### src/rtl/upsample_2x_pkg.sv
// upsample_2x_pkg: shared FSM state type and line-buffer RAM style selection for upsample_2x.
package upsample_2x_pkg;

    typedef enum logic [1:0] {
        S_PASS,
        S_DUP,
        S_ROW2
    } state_t;

    // Small line buffers go to fabric registers, larger ones to block RAM.
    function automatic string ram_style(input int depth);
        return (depth < 32) ? "logic" : "M10K";
    endfunction

endpackage

### src/rtl/RAM.sv
// RAM: simple dual-port line-buffer memory with one-cycle registered read.
//   clk    in   clock
//   we     in   write enable
//   waddr  in   write address
//   wdata  in   write data
//   raddr  in   read address, issued in cycle t
//   q      out  read data, valid in cycle t+1
module RAM #(
    parameter int    DATA_WIDTH = 8,
    parameter int    ADDR_WIDTH = 4,
    parameter string RAM_STYLE  = "logic"
) (
    input  logic                  clk,
    input  logic                  we,
    input  logic [ADDR_WIDTH-1:0] waddr,
    input  logic [DATA_WIDTH-1:0] wdata,
    input  logic [ADDR_WIDTH-1:0] raddr,
    output logic [DATA_WIDTH-1:0] q
);

    if (RAM_STYLE == "M10K") begin : g_m10k
        (* ramstyle = "M10K" *) logic [DATA_WIDTH-1:0] mem [2**ADDR_WIDTH];
        always_ff @(posedge clk) begin
            if (we) mem[waddr] <= wdata;
            q <= mem[raddr];
        end
    end else begin : g_logic
        (* ramstyle = "logic" *) logic [DATA_WIDTH-1:0] mem [2**ADDR_WIDTH];
        always_ff @(posedge clk) begin
            if (we) mem[waddr] <= wdata;
            q <= mem[raddr];
        end
    end

endmodule

### src/rtl/upsample_2x.sv
// upsample_2x: nearest-neighbour 2x upsampler for a channel-interleaved, sop/eop/sof/eof framed pixel stream.
//   clk, reset_n                    clock, asynchronous active-low reset
//   valid_i, data_i                 input sample, accepted on valid_i & ready_o
//   sop_i, eop_i, sof_i, eof_i      input framing, qualified by accept
//   ready_o                         high while the block passes input through
//   data_o, data_valid_o            output sample stream (four samples per input sample)
//   sop_o, eop_o, sof_o, eof_o      output framing pulses, coincident with data_valid_o
module upsample_2x
    import upsample_2x_pkg::*;
#(
    parameter int DATA_WIDTH  = 8,
    parameter int CHANNEL_NUM = 3,
    parameter int STRING_LEN  = 4
) (
    input  logic                  clk,
    input  logic                  reset_n,
    input  logic                  valid_i,
    input  logic [DATA_WIDTH-1:0] data_i,
    input  logic                  sop_i,
    input  logic                  eop_i,
    input  logic                  sof_i,
    input  logic                  eof_i,
    output logic                  ready_o,
    output logic [DATA_WIDTH-1:0] data_o,
    output logic                  data_valid_o,
    output logic                  sop_o,
    output logic                  eop_o,
    output logic                  sof_o,
    output logic                  eof_o
);

    localparam int    C  = CHANNEL_NUM;
    localparam int    L  = STRING_LEN;
    localparam int    N  = L * C;
    localparam int    AW = (N > 1) ? $clog2(N) : 1;
    localparam int    PW = (L > 1) ? $clog2(L) : 1;
    localparam int    CW = (C > 1) ? $clog2(C) : 1;
    localparam string RS = ram_style(N);

    state_t                state_q, state_d;
    logic [PW-1:0]         pix_q, pix_d;
    logic [CW-1:0]         ch_q, ch_d;
    logic                  rep_q, rep_d;
    logic                  eof_row_q, eof_row_d;
    logic                  v1_q, v1_d;
    logic                  ram1_q, ram1_d;
    logic [DATA_WIDTH-1:0] d1_q, d1_d;
    logic [3:0]            f1_q, f1_d;
    logic                  dv_q, dv_d;
    logic [DATA_WIDTH-1:0] data_q, data_d;
    logic [3:0]            f2_q, f2_d;

    logic                  acc, sync, last_ch, last_pix, first_a, row2_last;
    logic [PW-1:0]         pe;
    logic [CW-1:0]         ce;
    logic [AW-1:0]         addr;
    logic [DATA_WIDTH-1:0] ram_q;
    logic                  unused_eop;

    // Row ends are tracked by the pix/ch counters, so eop_i carries no extra information.
    assign unused_eop = eop_i;
    assign ready_o    = state_q == S_PASS;

    RAM #(
        .DATA_WIDTH(DATA_WIDTH),
        .ADDR_WIDTH(AW),
        .RAM_STYLE (RS)
    ) u_line (
        .clk  (clk),
        .we   (acc),
        .waddr(addr),
        .wdata(data_i),
        .raddr(addr),
        .q    (ram_q)
    );

    always_comb begin
        acc       = ready_o & valid_i;
        // An accepted sop_i always restarts the row at pix 0, ch 0, dropping any partial row.
        sync      = acc & sop_i;
        pe        = sync ? '0 : pix_q;
        ce        = sync ? '0 : ch_q;
        addr      = AW'(int'(pe) * C + int'(ce));
        last_ch   = ce == CW'(C - 1);
        last_pix  = pe == PW'(L - 1);
        first_a   = acc & (pe == '0) & (ce == '0);
        row2_last = (state_q == S_ROW2) & last_pix & last_ch & rep_q;
        state_d   = state_q;
        pix_d     = pix_q;
        ch_d      = ch_q;
        rep_d     = rep_q;
        eof_row_d = eof_row_q;
        if (acc) begin
            ch_d    = last_ch ? '0 : ce + 1'b1;
            pix_d   = pe;
            state_d = last_ch ? S_DUP : S_PASS;
            if (last_ch & last_pix) eof_row_d = eof_i;
        end else if (state_q == S_DUP) begin
            ch_d = last_ch ? '0 : ch_q + 1'b1;
            if (last_ch) begin
                state_d = last_pix ? S_ROW2 : S_PASS;
                pix_d   = last_pix ? '0 : pix_q + 1'b1;
                rep_d   = 1'b0;
            end
        end else if (state_q == S_ROW2) begin
            // rep_q selects the first or second copy of the current pixel.
            ch_d = last_ch ? '0 : ch_q + 1'b1;
            if (last_ch) begin
                rep_d = ~rep_q;
                if (rep_q) begin
                    pix_d   = last_pix ? '0 : pix_q + 1'b1;
                    state_d = last_pix ? S_PASS : S_ROW2;
                end
            end
        end
        // Stage 1: the direct path is delayed one cycle to line up with the RAM read latency.
        v1_d   = acc | (state_q != S_PASS);
        ram1_d = state_q != S_PASS;
        d1_d   = data_i;
        f1_d   = {first_a | ((state_q == S_ROW2) & (pix_q == '0) & (ch_q == '0) & ~rep_q),
                  ((state_q == S_DUP) & last_pix & last_ch) | row2_last,
                  first_a & sof_i,
                  row2_last & eof_row_q};
        dv_d   = v1_q;
        data_d = v1_q ? (ram1_q ? ram_q : d1_q) : '0;
        f2_d   = f1_q;
    end

    always_ff @(posedge clk or negedge reset_n) begin
        if (!reset_n) begin
            state_q   <= S_PASS;
            pix_q     <= '0;
            ch_q      <= '0;
            rep_q     <= 1'b0;
            eof_row_q <= 1'b0;
            v1_q      <= 1'b0;
            ram1_q    <= 1'b0;
            d1_q      <= '0;
            f1_q      <= '0;
            dv_q      <= 1'b0;
            data_q    <= '0;
            f2_q      <= '0;
        end else begin
            state_q   <= state_d;
            pix_q     <= pix_d;
            ch_q      <= ch_d;
            rep_q     <= rep_d;
            eof_row_q <= eof_row_d;
            v1_q      <= v1_d;
            ram1_q    <= ram1_d;
            d1_q      <= d1_d;
            f1_q      <= f1_d;
            dv_q      <= dv_d;
            data_q    <= data_d;
            f2_q      <= f2_d;
        end
    end

    assign data_o       = data_q;
    assign data_valid_o = dv_q;
    assign sop_o        = f2_q[3];
    assign eop_o        = f2_q[2];
    assign sof_o        = f2_q[1];
    assign eof_o        = f2_q[0];

endmodule

### config.mk
export PLATFORM = sky130hd
export DESIGN_NAME = upsample_2x
export DESIGN_NICKNAME = d
export VERILOG_FILES = /design/src/rtl/upsample_2x_pkg.sv /design/src/rtl/RAM.sv /design/src/rtl/upsample_2x.sv
export SDC_FILE = /design/constraint.sdc
export NUM_CORES = 1
export LEC_CHECK = 0
export BUFFER_PORTS_ARGS = -buffer_cell sky130_fd_sc_hd__buf_4
export CORE_MARGIN = 4
export CORE_UTILIZATION = 50
export DETAILED_ROUTE_END_ITERATION = 6
export PLACE_DENSITY = 0.68
export SYNTH_ARGS = -nofsm -noshare
export SYNTH_HDL_FRONTEND = slang
export SYNTH_SLANG_ARGS = --single-unit
### constraint.sdc
create_clock -name clk -period 6.4 [get_ports clk]
set_input_delay 0.32 -clock clk [delete_from_list [all_inputs] [get_ports clk]]
set_output_delay 0.32 -clock clk [all_outputs]
set_load 0.05 [all_outputs]
=== After elaboration in Yosys (flattened, before gate mapping) ===
Memories as Yosys holds them, arrays and structs flattened. A register that Yosys moved wholly into a read port is not among the register bits.
Index checks and enable logic that the tools add are counted.

* Multiplexer cells: 31
* Multiply operators: 1
* Bitwise operators: 20
* Reductions and logical operators: 12
* Equality and inequality tests: 8
* $add $sub $neg: 4

{| class="wikitable"
|+ Operators by type and width
! kind !! number
|-
| 2-to-1 mux 2 bit || 22
|-
| 2-to-1 mux 8 bit || 2
|-
| AND 1 bit || 15
|-
| zero test 2 bit || 5
|-
| AND reduction 4 bit || 2
|-
| 2-to-1 mux 1 bit || 7
|-
| adder 2 x 1 -> 2 bit (second input constant) || 3
|-
| == test 2 bit (second input constant) || 3
|-
| inequality test 3 bit (second input constant) || 2
|-
| nonzero test 3 bit || 2
|-
| adder 4 x 2 -> 4 bit || 1
|-
| multiplier 2 x 2 -> 4 bit (second input constant) || 1
|-
| inequality test 2 bit (second input constant) || 2
|-
| nonzero test 2 bit || 2
|-
| bitwise OR 1 bit || 3
|-
| == test 2 x 1 -> 1 bit (second input constant) || 1
|-
| NOT 1 bit || 2
|-
| AND reduction 2 bit || 1
|}

* RAM bits: 128
* Input port bits: 15
* Memories kept: 1
* Bits in registers: 35

{| class="wikitable"
|+ Memory list
! name !! depth !! width !! rd ports !! clocked after memory_dff !! write ports !! RTL line !! text
|-
| u_line.g_logic.mem || 16 || 8 || 1 || 1 || 1 || RAM.sv:28 || <nowiki>(* ramstyle = "logic" *) logic [DATA_WIDTH-1:0] mem [2**ADDR_WIDTH];</nowiki>
|}

=== Depth between registers and ports, before layout ===
* Depth in word-level cells: 11
* Depth in mapped cells: 14

=== Hierarchy ===
From an unflattened synthesis, not the netlist that was laid out.

* Cell total of the unflattened synthesis: 356
* Area, all modules: 6665.1 sq um

{| class="wikitable"
|+ Modules (own cells, without submodules)
! module !! area an instance (sq um) !! cells an instance !! instances !! sequential area each (sq um)
|-
| RAM || 5147.4 || 229 || 1 || 4003.8
|-
| upsample_2x || 1517.7 || 127 || 1 || 875.8
|}

=== Worst setup path before layout ===
OpenSTA, ideal clock, no wires.

* Path type: reg-to-reg
* From: register state_q[0]
* To: memory u_line.g_logic.mem[12][0] (enable)
* Data arrival time: 3546 ps
* Cell stages (with the launch flop): 12
* Clock period less this slack: 3929 ps
* Slack: 2471 ps
* Cells stage by stage: dfrtp_1 > inv_1 > ha_1 > nand3_1 > nand2_1 > fa_1 > inv_1 > ha_1 > buf_2 > clkbuf_1 > or3_1 > nor3_1

* Longest elaborated chain between the ends: 6

{| class="wikitable"
|+ RTL lines
! what !! RTL line !! text
|-
| start: declaration || upsample_2x.sv:40 || <nowiki>state_t state_q, state_d;</nowiki>
|-
| start signal: assignment || upsample_2x.sv:144 || <nowiki>state_q <= state_d;</nowiki>
|-
| zero test 2 bit * || upsample_2x.sv:62 || <nowiki>assign ready_o = state_q == S_PASS;</nowiki>
|-
| net ready_o || upsample_2x.sv:23 || <nowiki>output logic ready_o,</nowiki>
|-
| AND 1 bit * || upsample_2x.sv:78 || <nowiki>acc = ready_o & valid_i;</nowiki>
|-
| AND 1 bit || upsample_2x.sv:80 || <nowiki>sync = acc & sop_i;</nowiki>
|-
| 2-to-1 mux 2 bit || upsample_2x.sv:81 || <nowiki>pe = sync ? '0 : pix_q;</nowiki>
|-
| multiplier 2 x 2 -> 4 bit || upsample_2x.sv:83 || <nowiki>addr = AW'(int'(pe) * C + int'(ce));</nowiki>
|-
| adder 4 x 2 -> 4 bit || upsample_2x.sv:83 ||
|-
| end: declaration || RAM.sv:28 ||
|}

Mark *: on every way through the listed nets, which the timed path passes. The rest lies on a longest branch.

=== Worst setup path in the final report ===
* From: register state_q[0]
* To: memory u_line.g_logic.mem[14][0] (enable)

* Longest elaborated chain between the ends: 6

{| class="wikitable"
|+ RTL lines
! what !! RTL line
|-
| zero test 2 bit * || upsample_2x.sv:62
|-
| AND 1 bit * || upsample_2x.sv:78
|-
| AND 1 bit || upsample_2x.sv:80
|-
| 2-to-1 mux 2 bit || upsample_2x.sv:81
|-
| multiplier 2 x 2 -> 4 bit || upsample_2x.sv:83
|-
| adder 4 x 2 -> 4 bit || upsample_2x.sv:83
|}

Mark *: on every way between the ends. The rest lies on a longest branch, timed or not.

==> impl_metrics.py <==
metrics = {
    "cells_and_area": {
        "num-nets-final": 421,
        "finalCoreUtilization_pct": 58.8,
        "drive_gt1_share_pct": 17.9,
        "stdcell_count": 579,
        "syn2layout_area_growth_pct": 13.7,
        "nFillCells": 972,
        "post-route-cell-area_um2": 7550,
        "n_antenna_cell": 0,
        "multi_input_area_um2": 1620,
        "seqCellArea_um2": 4880,
    },
    "drt": {
        "drt-initial-drc-count": 234,
        "drtAntennaViolNets": 0,
        "routedWlPerCell_um": 20.1,
        "dr.pass1.iters": 4,
        "num_vias": 3181,
        "post_drt_via_cell_ratio": 5.49,
        "drt_wl_total_um": 11700,
        "drc": 0,
    },
    "yosys": {
        "ys_seq_area_share_pct": 73.5,
        "netlist-cell-type-count": 36,
        "synth_edf_count": 128,
        "syn-cell-area_um2": 6640,
        "synth_seq_cells": 171,
        "yosysTopAreaCell": "edfxtp_1",
        "ys.flop_type": "edfxtp_1",
        "syn_inst": 359,
        "synthTopCellsByCount": "edfxtp_1, dfrtp_1, nor2_1",
        "synth_nets": 386,
        "ys_top_cells_by_area": "edfxtp_1, dfrtp_1, mux4_1",
        "avgSynthCellArea_um2": 18.5,
        "synth_top_cell_area_share_pct": 57.9,
        "ys_warn_count": 0,
        "post-synth-top-count-cell": "edfxtp_1",
        "async_reset_ff_share_pct": 20.5,
    },
    "worst_setup_path": {
        "critical_path.max_stage_delay_ns": 0.95,
        "worstSetupEndpointType": "flop",
        "worst_ep_required_time_ns": 6.43,
        "crit_slowest_cell": "nor3_1",
        "cp_num_buf_inv": 3,
        "critical_path.top_delay_family": "adder cells",
        "worstReg2RegStart": "state_q[0]",
        "crit_path_start_kind": "flop",
        "crit_type": "reg2reg",
        "crit_arrival_ns": 4.46,
        "startpoint": "state_q[0]",
        "crit_fanout": 19,
        "cp_cell_sequence": "inv_1 -> ha_1 -> nand3_1 -> nand2_1 -> fa_1 -> inv_1 -> ha_1 -> buf_4 -> nand2_1 -> nor3_1",
    },
    "die": {
        "start_util_pct": 51.7,
        "ios": 29,
        "core_region_area_um2": 12800,
        "die_h_um": 123,
        "num_rows": 41,
        "die_w_um": 123,
        "die_area_um2": 15200,
    },
    "power_and_ir_drop": {
        "p_seq_share_pct": 45.5,
        "p_leak_nw": 2.72,
        "p_per_area_nw_per_um2": 393,
        "p_int_mw": 2.16,
        "power.clock.fraction_pct": 31.8,
        "switching_share_pct": 27.1,
        "p_switching_mw": 0.804,
        "vdd_ir_drop_max_v": 0.000188,
        "combPwrFrac_pct": 22.7,
    },
    "clocking": {
        "clk_path_buf_depth": 2,
        "cts_htree_levels": 4,
        "clk_pin_slew_ns": 0.06,
        "cts_root_buffer": "clkbuf_16",
        "cts_inserted_buffers": 17,
        "cts_setup_buffers": 0,
        "tritoncts": "done",
        "cts.sinks": 171,
        "ctsResizeCount": 0,
        "insertion_delay_ns": 0.42,
    },
    "sta": {
        "final_max_slew_viol_count": 0,
        "tightest_slew_ns": 1.23,
        "slew_headroom_pct": 17.6,
        "finalCritPeriodShare_pct": 69.3,
        "fin_worst_skew_ns": 0.00598,
        "finalHoldViolCount": 0,
        "rsz0062_at_grt": "no",
        "min_period_ns": 4.43,
        "hold_slack_ns": 0.128,
        "setup_tns_ns": 0,
        "setup_viol": 0,
        "max_freq_mhz": 225,
    },
    "global_routing": {
        "grt_pass1_wl_um": 18300,
        "grt.overflow.total": 0,
        "grt_max_degree": 37,
        "grt.total_usage_pct": 16.9,
        "grt_pass1_vias": 3165,
        "antenna_found_initial": 0,
    },
    "run": {
        "drv_cap": 0,
    },
    "placement": {
        "gp_congestion": 0.749,
        "dpl_cell_area_um2": 6990,
        "dpl.hpwl_um": 7360,
        "io_buffers": 27,
        "dp_cells": 546,
    },
    "min_path": {
        "hp-start": "sof_i",
        "min_path_type": "in2reg",
    },
    "status": {
        "status": "complete, no violations",
    },
}
==> power groups by stage <==
stage	logic [mW]	clock network, mW	registers, mW
after detailed placement	0.678	0	1.37
after floorplan	0.469	0	1.41
final	0.672	0.943	1.35
after global placement	0.671	0	1.37
after CTS	0.681	0.960	1.35
after global routing	0.723	1.01	1.36
==> tightest hold or removal path, delay by kind of cell <==
| family | cells | cell delay (ns) |
|---|---|---|
| buffers and inverters | 2 | 0.15 |
| AND/OR/NAND/NOR | 1 | 0.03 |
==> cell families (layout without fill, tap and decap cells) <==
group           Yosys count  in the layout  synth area share [%]
flops                   171            171                  73.5
mux                      43             43                  13.5
fa+ha+maj                12             12                  2.49
buf+inv                  29             77                  2.15
compound gates           28             28                  2.98
simple gates             76             76                  5.37
==> cell usage in the layout (no fill, tap or decap), types with 8 or more instances in the layout <==
master     Yosys  final
ha_1          10      9
dfrtp_1       35     35
mux2i_1        8      8
buf_4          1     31
nand2_1       21     21
mux4_1        16     16
nor2b_1       10     10
a22oi_1       16     16
nor2_1        23     23
edfxtp_1     128    128
inv_1         13     13
clkbuf_16      0     17
dfxtp_1        8      8
mux4_2        16     16
==> state kept, by name, indices dropped and copies added (netlist names) <==
name,flops
u_line.g_logic.mem,128
d1_q,8
data_o,8
u_line.q,8
f1_q,4
f2_q,4
ch_q,2
pix_q,2
state_q,2
data_valid_o,1
dv_d,1
eof_row_q,1
ram1_q,1
rep_q,1
==> area by class of cell <==
class	instances	share of cell area (%)
clock buffers	22	5.89
repair buffers	32	3.22
multi-input cells	159	21.4
flip-flops and latches	171	64.7
clock inverters	10	1.33
well taps	172	2.85
inverters	13	0.647
==> final timing paths <==
check	end	slack, ns	depth (start not counted)
min	f1_q[1]	0.13	3
min reg2reg	f2_q[3]	0.35	0
max reg2reg	u_line.g_logic.mem[14][0]	1.97	10
max in group asynchronous	d1_q[0]	5.71	2
min in group asynchronous	eof_row_q	0.39	2
max	u_line.g_logic.mem[14][0]	1.97	10
==> metrics by stage <==
step | power, mW | setup slack [ns]
floorplan | 1.88 | 2.47
global placement | 2.04 | 1.93
detailed placement | 2.05 | 1.80
CTS | 2.99 | 1.76
global route | 3.10 | 1.59
finish | 2.96 | 1.97
==> metal layers <==
metal	part of all wire (%)	global-route usage, %	routed length [µm]
met1	44	24.9	5160
met2	47	24.6	5490
met3	7.3	4.44	846
met4	1.4	6.02	167
met5	0	0	0
==> repair_timing <==
item,4_1_cts,5_1_grt
endpoints found under the hold margin,35,0
hold buffers,1,0
setup endpoints to repair,0,0
Power figures use the tool's default switching activity.
